$ cat config.mk
export PLATFORM = sky130hd
export DESIGN_NAME = pipeline_hazard_ctrl
export DESIGN_NICKNAME = d
export VERILOG_FILES = /design/src/rtl/pipeline_hazard_ctrl.sv
export SDC_FILE = /design/constraint.sdc
export NUM_CORES = 1
export LEC_CHECK = 0
export CORE_ASPECT_RATIO = 0.9
export CORE_UTILIZATION = 35
export CTS_BUF_LIST = sky130_fd_sc_hd__clkbuf_4 sky130_fd_sc_hd__clkbuf_8
export DETAILED_ROUTE_END_ITERATION = 10
export HOLD_SLACK_MARGIN = 0.15
export PLACE_DENSITY = 0.72
export SYNTH_ARGS = -nofsm -noshare
export SYNTH_HDL_FRONTEND = slang
export SYNTH_SLANG_ARGS = --single-unit
$ cat constraint.sdc
create_clock -name clk -period 2.3 [get_ports clk]
set_input_delay 0.46 -clock clk [delete_from_list [all_inputs] [get_ports clk]]
set_output_delay 0.46 -clock clk [all_outputs]
set_load 0.01 [all_outputs]
$ cat src/rtl/pipeline_hazard_ctrl.sv
// Hazard/stall sequencer for the 16-bit 5-stage pipeline (RUN/STALL/WAIT/FAULT).
// Optional stall-cycle counter enabled by PIPELINE_HAZARD_CTRL_STALL_CNT_EN.
module pipeline_hazard_ctrl #(
    parameter int MEM_TIMEOUT = 16,
    parameter int CNT_W       = 8
) (
    input  logic       clk,
    input  logic       rst,
    input  logic [2:0] id_read1_addr,
    input  logic [2:0] id_read2_addr,
    input  logic       id_uses_rs2,
    input  logic       ex_mem_read,
    input  logic [2:0] ex_write_addr,
    input  logic       branch_taken,
    input  logic       mem_req,
    input  logic       mem_ready,
    output logic       pc_en,
    output logic       if_id_en,
    output logic       if_id_flush,
    output logic       id_ex_flush,
    output logic       ex_mem_en,
    output logic       mem_timeout,
    output logic [1:0] state_out
`ifdef PIPELINE_HAZARD_CTRL_STALL_CNT_EN
    ,
    output logic [CNT_W-1:0] stall_cycles
`endif
);

    typedef enum logic [1:0] {
        RUN   = 2'd0,
        STALL = 2'd1,
        WAIT  = 2'd2,
        FAULT = 2'd3
    } state_t;

    localparam logic [CNT_W-1:0] TO_LAST = CNT_W'(MEM_TIMEOUT - 1);
    localparam logic [CNT_W-1:0] CNT_MAX = '1;
    localparam logic [CNT_W-1:0] CNT_ONE = CNT_W'(1);

    state_t           r_state;
    state_t           w_next;
    logic [CNT_W-1:0] r_wait_cnt;
    logic [CNT_W-1:0] w_wait_next;
    logic             w_load_use;
    logic             w_mem_stall;
    logic             w_mem_done;

    assign w_load_use = ex_mem_read && (ex_write_addr != 3'd0) &&
                        ((ex_write_addr == id_read1_addr) ||
                         (id_uses_rs2 && (ex_write_addr == id_read2_addr)));
    assign w_mem_stall = mem_req && !mem_ready;
    assign w_mem_done  = mem_req && mem_ready;
    assign state_out   = r_state;

    always_comb begin
        pc_en       = 1'b0;
        if_id_en    = 1'b0;
        if_id_flush = 1'b0;
        id_ex_flush = 1'b0;
        ex_mem_en   = 1'b0;
        mem_timeout = 1'b0;
        w_next      = r_state;
        w_wait_next = r_wait_cnt;
        unique case (r_state)
            RUN, STALL: begin
                if (w_mem_stall) begin
                    w_next      = WAIT;
                    w_wait_next = CNT_ONE;
                end else if (branch_taken) begin
                    pc_en       = 1'b1;
                    if_id_en    = 1'b1;
                    if_id_flush = 1'b1;
                    id_ex_flush = 1'b1;
                    ex_mem_en   = 1'b1;
                    w_next      = RUN;
                end else if (w_load_use && r_state == RUN) begin
                    id_ex_flush = 1'b1;
                    ex_mem_en   = 1'b1;
                    w_next      = STALL;
                end else begin
                    pc_en     = 1'b1;
                    if_id_en  = 1'b1;
                    ex_mem_en = 1'b1;
                    w_next    = RUN;
                end
            end
            WAIT: begin
                // The completing cycle still freezes; advance resumes next cycle.
                if (w_mem_done) begin
                    w_next      = RUN;
                    w_wait_next = '0;
                end else if (r_wait_cnt == TO_LAST) begin
                    w_next = FAULT;
                end else if (r_wait_cnt != CNT_MAX) begin
                    w_wait_next = r_wait_cnt + CNT_ONE;
                end
            end
            FAULT: begin
                mem_timeout = 1'b1;
            end
        endcase
        if (!rst) begin
            pc_en       = 1'b0;
            if_id_en    = 1'b0;
            ex_mem_en   = 1'b0;
            if_id_flush = 1'b1;
            id_ex_flush = 1'b1;
            mem_timeout = 1'b0;
        end
    end

    always_ff @(posedge clk) begin
        if (!rst) begin
            r_state    <= RUN;
            r_wait_cnt <= '0;
        end else begin
            r_state    <= w_next;
            r_wait_cnt <= w_wait_next;
        end
    end

`ifdef PIPELINE_HAZARD_CTRL_STALL_CNT_EN
    logic [CNT_W-1:0] r_stall_cnt;

    always_ff @(posedge clk) begin
        if (!rst) begin
            r_stall_cnt <= '0;
        end else if (!pc_en && r_state != FAULT &&
                     r_stall_cnt != CNT_MAX) begin
            r_stall_cnt <= r_stall_cnt + CNT_ONE;
        end
    end

    assign stall_cycles = r_stall_cnt;
`endif

endmodule
==> flow_summary.ini <==
[cts]
post_cts_buffers = 0
htreeDepth = 1
clk_pin_slew_worst_paths_ns = 0.07
clock-sinks = 10
root_buffer = clkbuf_4
cts_buffer_depth = 2
cts_tree = done
numCtsBuffers = 3
clk_latency_ns = 0.27

[place]
numPortBuffers = 23
preCtsSetupSlack_ns = -0.390
dpl.hpwl_um = 1580
gp_congestion = 0.767

[worst_setup_path]
cp_max_fo = 4
critPathArrivalTime_ns = 1.78
path_class = input port to output port
path_depth = 6
crit_required_ns = 1.84
cp-start-kind = input port
worstPathCellList = clkdlybuf4s50_1 > nand2b_1 > nor2b_4 > a21o_1 > nand2b_1 > dlygate4sd2_1
crit_buf_inv = 2
endpoint_kind = output port
cpMaxStageDelayCell = clkdlybuf4s50_1
slowest_delay_ns = 0.42
critical_path.top_delay_family = buffers and inverters
reg2reg_depth = 5
critPathMostFrequentCell = nand2b_1

[route]
drtIter0Drc = 25
vias = 846
firstDrtPassIters = 7
drc = 2
ant_nets = 0
wire_per_inst_um = 13.0
routed_wl_um = 2050
viasPerCell = 5.39

[global_routing]
grt_pass1_vias = 767
grt_max_degree = 16
grt_overflow = 0
antenna_found_initial = 0
track_usage_pct = 18.2
grt_pass1_wl_um = 3240

[power]
finalPower_uw = 467
p_per_area_nw_per_um2 = 407
vdd_drop_max_uv = 285
p_leak_uw = 0.000442

[sta]
finalSetupViolCount = 0
hold_violations = 0
slew_headroom_pct = 38.2
tightest_slew_ns = 0.902
rsz0062_at_grt = false
period_share_pct = 97.5
slew_violations = 0
max_freq_mhz = 446
clock_skew_ns = 0.00261
finalWorstSetupSlack_ns = 0.0586
period_minus_slack_ns = 2.24

[outcome]
violations = DRC
status = finished with violations

[die]
design.core.area_um2 = 2160
dieHeight_um = 47.3
ioPinCount = 24
start_util_pct = 36.9
dieArea_um2 = 2480
rows = 16
die_w_um = 52.3

[min_path]
min_path_type = flop to flop
whs_path_depth = 2

[job]
cap_viol_max_count = 0

[yosys]
synth_top_area_share_pct = 25.1
synth-seq-cells = 10
synth_area_leaders = dfxtp_1 25%, mux2i_1 8.8%, nand3_1 6.9%
synth_common_cells = 11 x nand3_1, 10 x dfxtp_1, 7 x mux2i_1, 6 x nand3b_1, 5 x nand2_1
synth_ff_type = dfxtp_1
synth_edf_count = 0
yosysTopAreaCell = dfxtp_1
syn_nets = 113
synth-seq-area-share_pct = 25.1
yosysMostFrequentCell = nand3_1
syn_area_per_cell_um2 = 8.32
syn_inst = 96
async_reset_ff_share_pct = 0
syn_area_um2 = 798
ys_warn_count = 0
synth_cell_types = 37

[finish]
regArea_um2 = 200
n_antenna_cell = 0
nets = 148
multi_input_area_um2 = 572
syn2layout_area_growth_pct = 43.9
drive_gt1_share_pct = 18.5
fillers = 228
## layout make-up
type,count,area share [%]
clock buffers,4,3.16
well taps,27,2.94
inverters,3,0.980
flip-flops and latches,10,17.4
repair buffers,34,25.7
multi-input cells,79,49.8
## metal layers
metal  global-route usage, %  vias to the layer above  share of wire, %
met5                       0                        -                 0
met1                    19.8                      384                45
met3                    3.56                        3               6.0
met4                    9.47                        0               1.1
li1                        -                      430                 -
met2                    33.9                       29                48
## path summary, 6_finish.rpt
check	from	end	slack (ns)
worst max-delay path	mem_ready	id_ex_flush	0.06
worst min-delay path	r_wait_cnt[1]	r_wait_cnt[1]	0.49
worst max register to register	state_out[0]	r_wait_cnt[5]	0.41
worst min register to register	r_wait_cnt[1]	r_wait_cnt[1]	0.49
## worst min-delay path, delay by kind of cell (launching register included)
family	cells	cell delay, ns
flops	1	0.33
simple gates	1	0.06
compound gates	1	0.06
## registers in the layout, indices dropped and copies added, names as in the netlist
register and cells:
r_wait_cnt 8, state_out 2
## stage by stage
step	TNS [ns]	cell area (µm²)	util [%]	hold WS [ns]	instances
after global routing	0	1150	53.1	0.520	157
after CTS	0	1150	53.4	0.496	157
after global placement	-1.42	1110	51.4	0.470	153
final	0	1150	53.1	0.492	157
after floorplan	0	798	-	0.463	96
after detailed placement	-1.69	1110	51.4	0.485	153
## repair_timing
item                                    in CTS  in global routing
pin swaps                                    4                  1
endpoints found under the setup margin       5                  2
resized for setup                           14                  3
hold buffers                                 0                  0
## power by group
group          internal, µW  switching [µW]  total, µW
Combinational          65.5            54.4        120
Clock                  96.3            69.1        165
Sequential              176            5.76        182
Total                   338             129        467
## cells by family (layout without fill, tap and decap cells)
logic type / count (synthesis) / count (layout) / share of synthesized area, %
AO/OA/AOI/OAI: 22 / 22 / 20.2
XOR/XNOR: 7 / 7 / 7.68
adder cells (fa/ha/maj): 1 / 1 / 1.57
buffers and inverters: 7 / 41 / 5.49
flip-flops: 10 / 10 / 25.1
multiplexers: 7 / 7 / 8.78
AND/OR/NAND/NOR: 42 / 42 / 31.2
## layout by cell type (no fill, tap or decap), types with 3 or more instances in the layout
cell and n:
a211oi_1 4, a21oi_1 4, buf_4 11, clkbuf_4 3
clkdlybuf4s50_1 15, dfxtp_1 10, dlygate4sd2_1 6, inv_1 3
mux2i_1 7, nand2_1 5, nand2b_1 3, nand3_1 11
nand3b_1 6, nor2_1 3, o21ai_0 4, xnor2_1 3
xor2_1 4
(Power assumes the default switching activity.)
